File: config.mk
export PLATFORM = sky130hd
export DESIGN_NAME = instr_fetch
export DESIGN_NICKNAME = d
export VERILOG_FILES = /design/src/rtl/instr_fetch.sv
export SDC_FILE = /design/constraint.sdc
export NUM_CORES = 1
export LEC_CHECK = 0
export ABC_AREA = 1
export CORE_MARGIN = 2
export CORE_UTILIZATION = 53
export DETAILED_ROUTE_END_ITERATION = 10
export PLACE_DENSITY = 0.85
export SYNTH_ARGS = -nofsm -noshare
export SYNTH_HDL_FRONTEND = slang
export SYNTH_SLANG_ARGS = --single-unit
File: constraint.sdc
create_clock -name clk -period 13.2 [get_ports clk]
set_input_delay 2.64 -clock clk [delete_from_list [all_inputs] [get_ports clk]]
set_output_delay 2.64 -clock clk [all_outputs]
set_load 0.02 [all_outputs]
File: src/rtl/instr_fetch.sv
// -----------------------------------------------------------------------------
// instr_fetch
//   Instruction fetch front end. Issues reads against a single-cycle-latency
//   instruction memory, buffers up to two {instruction, address} pairs and
//   presents the oldest one to a valid/ready consumer. A decoder redirect
//   (jump_en) reloads the external pointer and flushes everything buffered.
//
// Ports
//   clk, reset       : clock, synchronous active-high reset
//   start, halt_req  : run control (halt_req wins over start)
//   ptr_in           : current external instruction pointer
//   ptr_enable       : pointer increment strobe (same as mem_rd_en)
//   ptr_load_en/_val : pointer reload on redirect
//   mem_addr, mem_rd_en, mem_data : instruction memory read port
//   jump_en, jump_addr            : redirect request
//   instr_out, instr_addr, instr_valid, instr_ready : head of FIFO handshake
// -----------------------------------------------------------------------------
module instr_fetch #(
  parameter int ADDR_WIDTH  = 8,
  parameter int INSTR_WIDTH = 32
) (
  input  logic                   clk,
  input  logic                   reset,
  input  logic                   start,
  input  logic                   halt_req,
  input  logic [ADDR_WIDTH-1:0]  ptr_in,
  output logic                   ptr_enable,
  output logic                   ptr_load_en,
  output logic [ADDR_WIDTH-1:0]  ptr_load_val,
  output logic [ADDR_WIDTH-1:0]  mem_addr,
  output logic                   mem_rd_en,
  input  logic [INSTR_WIDTH-1:0] mem_data,
  input  logic                   jump_en,
  input  logic [ADDR_WIDTH-1:0]  jump_addr,
  output logic [INSTR_WIDTH-1:0] instr_out,
  output logic [ADDR_WIDTH-1:0]  instr_addr,
  output logic                   instr_valid,
  input  logic                   instr_ready
);

  typedef enum logic [1:0] {S_IDLE, S_RUN, S_HALTED} state_t;

  state_t                 r_state;
  logic [INSTR_WIDTH-1:0] r_fifo_instr [2];
  logic [ADDR_WIDTH-1:0]  r_fifo_addr  [2];
  logic [1:0]             r_count;
  logic                   r_inflight_p1;
  logic [ADDR_WIDTH-1:0]  r_inflight_addr_p1;

  logic       w_pop;
  logic       w_push;
  logic       w_issue;
  logic [2:0] w_occ;

  // Slot 0 is always the head, so the outputs come straight from registers.
  assign instr_valid = (r_count != 2'd0);
  assign instr_out   = r_fifo_instr[0];
  assign instr_addr  = r_fifo_addr[0];

  assign w_pop  = instr_valid & instr_ready;
  // Occupancy after this cycle's pop, counting the read already in flight.
  assign w_occ  = {1'b0, r_count} + {2'b00, r_inflight_p1} - {2'b00, w_pop};
  assign w_issue = ~reset & (r_state == S_RUN) & ~jump_en & ~halt_req
                 & (w_occ < 3'd2);
  assign w_push = r_inflight_p1 & ~jump_en;

  assign mem_addr     = ptr_in;
  assign mem_rd_en    = w_issue;
  assign ptr_enable   = w_issue;
  assign ptr_load_en  = jump_en & ~reset;
  assign ptr_load_val = ptr_load_en ? jump_addr : '0;

  always_ff @(posedge clk) begin
    if (reset) begin
      r_state            <= S_IDLE;
      r_count            <= 2'd0;
      r_inflight_p1      <= 1'b0;
      r_inflight_addr_p1 <= '0;
      r_fifo_instr[0]    <= '0;
      r_fifo_instr[1]    <= '0;
      r_fifo_addr[0]     <= '0;
      r_fifo_addr[1]     <= '0;
    end else begin
      case (r_state)
        S_IDLE:   if (!halt_req && start) r_state <= S_RUN;
        S_RUN:    if (halt_req)           r_state <= S_HALTED;
        S_HALTED: if (!halt_req && start) r_state <= S_RUN;
        default:                          r_state <= S_IDLE;
      endcase

      // ---- issue stage -> return stage ----
      if (jump_en) begin
        // A pop in this cycle is a completed handshake; everything else goes.
        r_count       <= 2'd0;
        r_inflight_p1 <= 1'b0;
      end else begin
        r_inflight_p1 <= w_issue;
        if (w_issue) r_inflight_addr_p1 <= ptr_in;

        // ---- return stage -> FIFO ----
        if (w_push && !w_pop) begin
          if (r_count[0]) begin
            r_fifo_instr[1] <= mem_data;
            r_fifo_addr[1]  <= r_inflight_addr_p1;
          end else begin
            r_fifo_instr[0] <= mem_data;
            r_fifo_addr[0]  <= r_inflight_addr_p1;
          end
          r_count <= r_count + 2'd1;
        end else if (!w_push && w_pop) begin
          r_fifo_instr[0] <= r_fifo_instr[1];
          r_fifo_addr[0]  <= r_fifo_addr[1];
          r_count         <= r_count - 2'd1;
        end else if (w_push && w_pop) begin
          // Count unchanged; new entry lands behind whatever remains.
          if (r_count == 2'd1) begin
            r_fifo_instr[0] <= mem_data;
            r_fifo_addr[0]  <= r_inflight_addr_p1;
          end else begin
            r_fifo_instr[0] <= r_fifo_instr[1];
            r_fifo_addr[0]  <= r_fifo_addr[1];
            r_fifo_instr[1] <= mem_data;
            r_fifo_addr[1]  <= r_inflight_addr_p1;
          end
        end
      end
    end
  end

endmodule

Word level (Yosys, flattened, before mapping). Memory sizes are Yosys's and may differ from the RTL's. Cells that the tools add are included.

Reduce and logical (&&, ||, !) cells: 14. Div/mod/pow operators: 0. $mul: 0. Magnitude comparators: 1. Bitwise operators: 22. Add/sub/neg operators: 4. Multiplexer cells: 49. Equality and inequality tests: 5. Shift-type cells: 0.

Operators by type and width (count): $mux 32 (6); $mux 8 (7); $mux 1 (31); $or 1x1->1 (12); $mux 2 (4); $and 1x1->1 (7); $eq 2x1->1 const B (2); $logic_and 1x1->1 (4); $pmux 2 s2 (1); $reduce_and 2->1 (2); $reduce_bool 2->1 (2); $reduce_or 2->1 (2); $add 2x1->3 (1); $logic_not 1->1 (3); $lt 3x2->1 const B (1); $not 1->1 (3); $sub 3x1->3 (1); $add 2x1->2 const B (1); $eq 2x2->1 const B (1); $logic_not 2->1 (1); $ne 2x1->1 const B (1); $ne 2x2->1 const B (1); $sub 2x1->2 const B (1).

ROM bits: 0. Bits in latches: 0. Memories kept: 2. Output and inout port bits: 60. Bits in writable memories: 80. Bits in registers: 13. Input bits: 54. Logic and storage cells: 101.

Memories: r_fifo_instr (depth 2, bits a word 32, rd ports 2, clocked after Yosys merged registers in 0, write ports 2, RTL line 44) `logic [INSTR_WIDTH-1:0] r_fifo_instr [2];`; r_fifo_addr (depth 2, bits a word 8, rd ports 2, clocked after Yosys merged registers in 0, write ports 2, RTL line 45) `logic [ADDR_WIDTH-1:0] r_fifo_addr [2];`.

Longest topological paths before layout. Gate-level depths: netlist (run 1).

Depth in word-level cells: 12. Mapped depth: 13. Mapped depth without buffers: 13.

Worst setup path after synthesis (run 1). OpenSTA, ideal clock, no wires.

Kind: input port to output port. Start point: input instr_ready. End point: output ptr_enable. Data required time: 10.560 ns. Data arrival time: 4.411 ns. Cell stages on the path: 9. Path slack: 6.149 ns. Path buffers: 2. Cell sequence: nand2_4 nand2_1 inv_1 o21ai_0 fa_1 xnor2_2 buf_2 and2_1 buf_4.

Cells in the longest elaborated chain, start to end: 4.

RTL lines: from (decl) (RTL line 38) `input logic instr_ready`; $and 1x1->1 (RTL line 60) `assign w_pop = instr_valid & instr_ready;`; $sub 3x1->3 (RTL line 62) `assign w_occ = {1'b0, r_count} + {2'b00, r_inflight_p1} - {2'b00, w_pop};`; $lt 3x2->1 (RTL line 64) `& (w_occ < 3'd2);`; $and 1x1->1 (RTL line 64); to (decl) (RTL line 27) `output logic ptr_enable,`.

No other way between the ends.

Final worst setup path (run 1). Ends and elaborated chain as after synthesis.

==> results of run 1 <==
==> worst paths after layout <==
check / startpoint / to / slack (ps)
setup / recovery: instr_ready / ptr_enable / 5100
hold reg to reg: r_state[1] / r_state[1] / 510
setup reg to reg: r_count[0] / r_fifo_instr[0][11] / 10170
hold / removal: r_state[1] / r_state[1] / 510
==> flip-flops by register name, summed over array words and instances, names as in the netlist <==
| signal | count |
|---|---|
| r_fifo_instr | 64 |
| r_fifo_addr | 16 |
| r_inflight_addr_p1 | 8 |
| r_count | 2 |
| r_state | 2 |
| r_inflight_p1 | 1 |
==> worst max-delay path: cells and delay by family <==
family | cells | cell delay (ps)
buffers and inverters | 3 | 1150
adders and majority gates | 1 | 430
xor gates and xnor gates | 1 | 570
AOI/OAI and AO/OA | 1 | 90
and+or+nand+nor | 3 | 560
==> area by class of cell <==
type                       instances  area (µm²)  share of cell area, %
clock buffer                      11         151                   2.67
clock inverter                     5        56.3                  0.994
inverter                          68         255                   4.50
multi-input combinational        257        1250                   22.1
sequential                        93        2660                   47.0
tap                              108         135                   2.38
timing repair buffer             116        1150                   20.4
==> metrics by stage <==
step                      worst slack (ps)  instances
final                                 5100        658
after global routing                  4950        658
after CTS                             5100        658
after detailed placement              5130        642
after global placement                5180        642
after floorplan                       6150        486
==> layer usage <==
metal  wire length, µm  track usage [%]  up-vias
li1                  -                -     1619
met1              3760             24.8     1508
met3               615             5.40       21
met2              4380             33.2      143
met4               197             7.80        0
met5                 0                0        -
==> cells by family after synthesis <==
kind of cell	synth area share (%)
AO/OA/AOI/OAI	2.01
XOR/XNOR	0.353
adder cells (fa/ha/maj)	0.978
buffers and inverters	15.8
flip-flops	57.8
AND/OR/NAND/NOR	23.1
==> power groups by stage <==
stage	logic [mW]	clock network, mW	registers, mW
global route	0.0650	0.210	0.332
finish	0.0606	0.196	0.331
global placement	0.0595	0	0.337
detailed placement	0.0607	0	0.338
floorplan	0.0326	0	0.338
CTS	0.0610	0.200	0.331
==> layout by cell type, fill, tap and decap left out <==
cell             Yosys  layout
clkdlybuf4s50_1      0     113
nand2_1            101     101
edfxtp_1            80      80
inv_1               65      65
nor2_1              62      62
nand3_1             47      47
dfxtp_1             13      13
a21oi_1             12      12
clkbuf_8             0      11
nand3b_1             8       8
nand4_1              7       7
nor2_4               3       4
inv_2                3       3
buf_4               52       3
o21ai_0              3       2
and2_1               2       2
ha_1                 2       2
clkinv_2             0       2
nand2_4              1       1
nor2_2               2       1
nand2_2              1       1
nor2_8               1       1
nand3_4              1       1
o21ai_2              1       1
o21ai_4              0       1
o221ai_4             0       1
xnor2_2              1       1
fa_1                 1       1
inv_6                0       1
bufinv_16            0       1
clkinvlp_4           0       1
==> results_dict.tcl, run 1 <==
set metrics [dict create \
    period_share_pct 61.3 \
    synth.distinct_cells 28 \
    numCtsBuffers 9 \
    rsz0062_at_grt "false" \
    htreeDepth 3 \
    grt_usage_pct 19.9 \
    syn-instance-count 486 \
    clock_skew_ps 7.89 \
    rows 34 \
    crit_type "input port to output pin" \
    root_buffer "clkbuf_8" \
    gp_congestion 0.784 \
    nets 602 \
    vias 3291 \
    drive_above_1_share_pct 6.36 \
    yosysMostFrequentCell "nand2_1" \
    power_per_cell_area_nw_per_um2 104 \
    reg2reg_depth 8 \
    die_w_um 97.2 \
    die_h_um 97.2 \
    synth_area_leaders "edfxtp_1, buf_4, nand2_1" \
    first_iter_violations 123 \
    ys.flop_type "edfxtp_1" \
    intPower_uw 456 \
    routed_wl_mm 8.95 \
    status "completed" \
    cp.arrival_ps 5460 \
    min_path_cells 2 \
    setup_viol 0 \
    cts_max_path_buffers 2 \
    clock.fmax_mhz 123 \
    relSlewSlack_pct 30.8 \
    max_cap_viol_count 0 \
    cts_resized 0 \
    p_clk_share_pct 33.3 \
    place_area_um2 5460 \
    synthToLayoutAreaGrowth_pct 23.0 \
    ir_worst_vdd_v 0.0000585 \
    post_cts_buffers 0 \
    holdWs_ps 506 \
    io_pins 114 \
    clk_pin_slew_ps 90 \
    synth.cell_area_um2 4610 \
    worst_ep_required_time_ps 10560 \
    finalSetupTns_ps 0 \
    cts_tree "built" \
    critPathMaxFanout 18 \
    slowest_delay_ps 610 \
    grt_max_degree 43 \
    syn_nets 543 \
    crit_chain "clkdlybuf4s50_1, nand2_4, nand2_1, inv_1, o21ai_0, fa_1, xnor2_2, and2_1, clkdlybuf4s50_1" \
    dpl.hpwl_mm 5.87 \
    synth_edf_count 80 \
    grt_antenna_before_repair 0 \
    slowest_stage "clkdlybuf4s50_1" \
    synth_common_cells "nand2_1, edfxtp_1, inv_1" \
    insertedDiodeCount 0 \
    grt_pass1_vias 3261 \
    seq_power_share_pct 56.4 \
    p_sw_share_pct 22.4 \
    ant_nets 0 \
    core_area_um2 8590 \
    timing.final.max_slew_violations 0 \
    final_hold_viol_count 0 \
    insertion_delay_ps 360 \
    min_path_type "register to register" \
    pwr-share-comb_pct 10.3 \
    drc_errors 0 \
    cellLeakagePower_nw 2.41 \
    dieArea_um2 9450 \
    grt_overflow 0 \
    cts_hold_buf 0 \
    portBuffers 113 \
    worstSetupEndpointType "output pin" \
    yosysWarnings 0 \
    netSwitchingPower_uw 131 \
    finalPower_uw 587 \
    cts.sinks 93 \
    grt_pass1_wl_mm 15.2 \
    n_fill_cell 670 \
    fin_crit_ps 8100 \
    postLayoutCoreUtil_pct 65.9 \
    viasPerCell 5.00 \
    final_area_um2 5670 \
    ys_ff_latch 93 \
    post_drt_wl_per_cell_um 13.6 \
    startpoint_type "input port" \
    initial_utilization_pct 53.6 \
    yosysSeqAreaShare_pct 57.8 \
    post-synth-top-area-cell "edfxtp_1" \
    crit_path_frequent_cell "clkdlybuf4s50_1" \
    firstDrtPassIters 4 \
    syn_area_per_cell_um2 9.48 \
    synth_top_area_share_pct 52.1 \
    worst_pin_slew_ps 1040 \
    async_reset_ff_share_pct 0 \
]
Power figures use the tool's default switching activity.
==> run 2: changes to the inputs <==
CORE_UTILIZATION = 50   (was 53)
PLACE_DENSITY = 0.81   (was 0.85)
clock period = 7.5 ns   (was 13.2 ns; I/O delays follow)
==> run 2 against run 1 <==
- design area shrank 0.64%
- flip-flop and latch count is the same
- sequential share of layout area grew 0.30 points
- cell count grew 0.46%
- critical path type unchanged
==> results_dict.tcl, run 2 (synthesized netlist as in run 1, its figures left out) <==
set metrics [dict create \
    finalPower_uw 988 \
    cp.arrival_ps 4320 \
    insertedDiodeCount 0 \
    grt_usage_pct 18.5 \
    crit_chain "clkdlybuf4s50_1, nand2_4, nor2_1, o21ai_0, fa_1, xnor2_2, and2_1, clkdlybuf4s50_1" \
    synthToLayoutAreaGrowth_pct 22.2 \
    multi_input_area_um2 1250 \
    firstDrtPassIters 5 \
    ir_worst_vdd_v 0.0000736 \
    grt_max_degree 43 \
    grt_pass1_vias 3180 \
    reg2reg_depth 8 \
    ant_nets 0 \
    cts_resized 0 \
    insertion_delay_ps 360 \
    clock_skew_ps 9.85 \
    cts.sinks 93 \
    vias 3209 \
    crit_type "input port to output pin" \
    cts_hold_buf 0 \
    place_area_um2 5460 \
    grt_antenna_before_repair 0 \
    drive_above_1_share_pct 6.00 \
    status "completed" \
    final_common_cell "clkdlybuf4s50_1" \
    min_path_cells 2 \
    numCtsBuffers 9 \
    timing.final.max_slew_violations 0 \
    rows 35 \
    critPathMaxFanout 18 \
    dp_slack_ps 1670 \
    worst_pin_slew_ps 1010 \
    nets 602 \
    root_buffer "clkbuf_8" \
    startpoint_type "input port" \
    final_area_um2 5630 \
    first_iter_violations 124 \
    drc_errors 0 \
    cts_max_path_buffers 2 \
    crit_family "buffers and inverters" \
    post_drt_wl_per_cell_um 13.3 \
    setup_viol 0 \
    die_h_um 100 \
    regMostFlops "r_fifo_instr" \
    n_fill_cell 769 \
    final_cell_mix "clkdlybuf4s50_1, nand2_1, edfxtp_1, inv_1, nor2_1" \
    power_per_cell_area_nw_per_um2 176 \
    postLayoutCoreUtil_pct 61.8 \
    grt_pass1_wl_mm 14.5 \
    layout.cells.non_filler 661 \
    core_area_um2 9110 \
    dieArea_um2 10000 \
    setup_slack_ps 1680 \
    routed_wl_mm 8.81 \
    final_hold_viol_count 0 \
    rsz0062_at_grt "false" \
    post_cts_buffers 0 \
    initial_utilization_pct 50.6 \
    gp_congestion 0.900 \
    clock.fmax_mhz 172 \
    reg.largest.list "r_fifo_instr x64, r_fifo_addr x16, r_inflight_addr_p1 x8" \
    viasPerCell 4.85 \
    ff_latch_area_um2 2660 \
    fin_crit_ps 5820 \
    crit_path_frequent_cell "clkdlybuf4s50_1" \
    htreeDepth 3 \
    relSlewSlack_pct 32.6 \
    dpl.hpwl_mm 5.82 \
    finalSetupTns_ps 0 \
    largest_register_ffs 64 \
    cts_tree "built" \
    holdWs_ps 496 \
    clk_pin_slew_ps 90 \
    worst_ep_required_time_ps 6000 \
    slowest_stage "clkdlybuf4s50_1" \
    io_pins 114 \
    max_cap_viol_count 0 \
    period_share_pct 77.6 \
    path_buf_inv 2 \
    portBuffers 113 \
    worstSetupEndpointType "output pin" \
    cp.depth 8 \
    grt_overflow 0 \
    die_w_um 100 \
    slowest_delay_ps 620 \
    cellLeakagePower_nw 2.38 \
    dp.cells 645 \
    min_path_type "register to register" \
]
## run 2: cell count changes in the layout (fill, tap and decap cells not counted)
cell        previous run  this run
clkbuf_1               0         2
bufinv_16              1         0
clkinvlp_4             1         3
clkinv_2               2         1
clkbuf_8              11         9
## run 2: tightest hold or removal path, stage by stage, from the launching register on
cell and delay, ps:
dfxtp_1 320, nand3_1 80, a21oi_1 50
## run 2: layout make-up
| class | count | share of cell area (%) |
|---|---|---|
| clock buffers | 11 | 2.33 |
| clock inverters | 5 | 0.644 |
| inverters | 68 | 4.53 |
| multi-input cells | 257 | 22.2 |
| flip-flops and latches | 93 | 47.3 |
| well taps | 111 | 2.47 |
| repair buffers | 116 | 20.5 |
## run 2: final timing paths
kind / slack [ps] / to / from
setup / recovery: 1680 / mem_rd_en / instr_ready
hold / removal: 500 / r_state[1] / r_state[1]
hold reg to reg: 500 / r_state[1] / r_state[1]
setup reg to reg: 4580 / r_fifo_instr[0][0] / r_count[0]
## run 2: metal layers
metal  track usage (%)  vias to the layer above  wire length, µm
met5                 0                        -                0
met4              7.38                        0               60
li1                  -                     1628                -
met2              31.9                      103             4440
met3              3.76                        4              506
met1              22.8                     1474             3800
## run 2: power by group
part	switching, mW	internal (mW)	leakage, nW
registers	0.00561	0.577	0.932
clock network	0.178	0.121	0.0760
logic	0.0529	0.0535	1.37
total	0.236	0.752	2.38
==> run 3: changes to the inputs <==
clock period = 5.6 ns   (was 7.5 ns; I/O delays follow)
==> run 3 against run 2 <==
- die area unchanged
- design area up 0.58%
- setup slack lost 1000 ps
- first-iteration DRC count down 31%
- critical path depth rose by 1
- power is 38% higher
- via count rose by 0.53%
- global-route usage shrank 1.1 points
- hold slack gained 16 ps
- critical path type unchanged
==> results_dict.tcl, run 3 (synthesized netlist as in run 1, its figures left out) <==
set metrics [dict create \
    seq_power_share_pct 57.4 \
    finalSetupTns_ps 0 \
    clock.fmax_mhz 202 \
    nets 603 \
    crit_type "input port to output pin" \
    cp.arrival_ps 3840 \
    cellLeakagePower_nw 2.39 \
    portBuffers 113 \
    htreeDepth 3 \
    setup_slack_ps 640 \
    path_buf_inv 2 \
    r2r_start "r_count[0]" \
    crit_family "buffers and inverters" \
    first_iter_violations 85 \
    multi_input_area_um2 1250 \
    min_path_cells 2 \
    slowest_stage "clkdlybuf4s50_1" \
    ir_worst_vdd_v 0.000143 \
    slowest_delay_ps 620 \
    timing.final.max_slew_violations 0 \
    pwr-share-comb_pct 10.5 \
    cts_tree "built" \
    final_hold_viol_count 0 \
    r2r-end "r_fifo_instr[0][2]" \
    crit_chain "clkdlybuf4s50_1, nand2_4, nor2_1, o21ai_0, fa_1, nand2_1, nor2_4, and2_1, clkdlybuf4s50_1" \
    post_cts_buffers 0 \
    numCtsBuffers 9 \
    critPathMaxFanout 18 \
    clk_pin_slew_ps 90 \
    netSwitchingPower_uw 307 \
    die_h_um 100 \
    rsz0062_at_grt "false" \
    insertion_delay_ps 350 \
    setup_viol 0 \
    grt_pass1_wl_mm 13.9 \
    fin_crit_ps 4960 \
    gp_congestion 0.907 \
    reg2reg_depth 8 \
    drc_errors 0 \
    largest_register_ffs 64 \
    worstSetupEndpointType "output pin" \
    ff_latch_area_um2 2660 \
    n_fill_cell 772 \
    holdWs_ps 511 \
    grt_antenna_before_repair 0 \
    final_cell_mix "clkdlybuf4s50_1, nand2_1, edfxtp_1, inv_1, nor2_1" \
    dpl.hpwl_mm 5.67 \
    power_per_cell_area_nw_per_um2 240 \
    cts_max_path_buffers 2 \
    drive_above_1_share_pct 6.17 \
    root_buffer "clkbuf_8" \
    reg.largest.list "r_fifo_instr x64, r_fifo_addr x16, r_inflight_addr_p1 x8" \
    cp.depth 9 \
    final_common_cell "clkdlybuf4s50_1" \
    vias 3226 \
    min_path_type "register to register" \
    worst_pin_slew_ps 992 \
    status "completed" \
    worstHoldStart "r_state[1]" \
    p_clk_share_pct 32.2 \
    grt_pass1_vias 3150 \
    initial_utilization_pct 50.6 \
    dp_slack_ps 621 \
    postLayoutCoreUtil_pct 62.2 \
    hold_path_end "r_state[1]" \
    synthToLayoutAreaGrowth_pct 22.9 \
    grt_max_degree 43 \
    startpoint "instr_ready" \
    crit_path_frequent_cell "clkdlybuf4s50_1" \
    dieArea_um2 10000 \
    p_sw_share_pct 22.6 \
    routed_wl_mm 8.53 \
    rrSetupSlack_ps 2680 \
    worst_ep_required_time_ps 4480 \
    startpoint_type "input port" \
    finalPower_mw 1.36 \
    firstDrtPassIters 6 \
    die_w_um 100 \
    cts.sinks 93 \
    regMostFlops "r_fifo_instr" \
    insertedDiodeCount 0 \
    ant_nets 0 \
    viasPerCell 4.87 \
    io_pins 114 \
    core_area_um2 9110 \
    post_drt_wl_per_cell_um 12.9 \
    clock_skew_ps 11.1 \
    intPower_mw 1.05 \
    grt_overflow 0 \
    cts_resized 0 \
    relSlewSlack_pct 33.7 \
    max_cap_viol_count 0 \
    rows 35 \
    grt_usage_pct 17.4 \
    cts_hold_buf 0 \
    period_share_pct 88.6 \
]
run 3: cell types whose count changed in the layout (fill, tap and decap cells not counted), sizes merged:
| cell | delta |
|---|---|
| buf | +1 |
| bufinv | +1 |
| clkinv | -1 |
run 3: power groups by stage:
stage          Clock [mW]  Sequential, mW  Combinational [mW]
2_1_floorplan           0           0.796              0.0768
3_3_place_gp            0           0.795               0.141
3_5_place_dp            0           0.797               0.142
4_1_cts             0.447           0.781               0.143
5_1_grt             0.470           0.783               0.153
6_report            0.437           0.780               0.142
run 3: through the flow:
step                instances  area [µm²]
floorplan                 486        4610
global placement          646        5470
detailed placement        646        5470
CTS                       662        5660
global route              662        5660
finish                    662        5660
run 3: layout make-up:
cell class / instances / area share, %
repair buffers: 117 / 20.5
multi-input cells: 257 / 22.1
well taps: 111 / 2.45
clock inverters: 5 / 1.08
flip-flops and latches: 93 / 47.0
clock buffers: 11 / 2.32
inverters: 68 / 4.51
run 3: layer usage:
layer / global-route usage [%] / routed length [µm]
met1: 22.0 / 3740
met2: 29.8 / 4210
met3: 2.92 / 499
met4: 7.17 / 83
met5: 0 / 0
run 3: how the worst max path moves through the flow:
stage,endpoint,slack [ps]
floorplan,r_fifo_addr[0][0],840
global placement,ptr_enable,730
detailed placement,mem_rd_en,620
CTS,mem_rd_en,610
global route,mem_rd_en,460
finish,mem_rd_en,640
run 3: tightest hold or removal path, stage by stage (launching register included):
cell and delay (ps):
dfxtp_1 330, nand3_1 90, a21oi_1 60
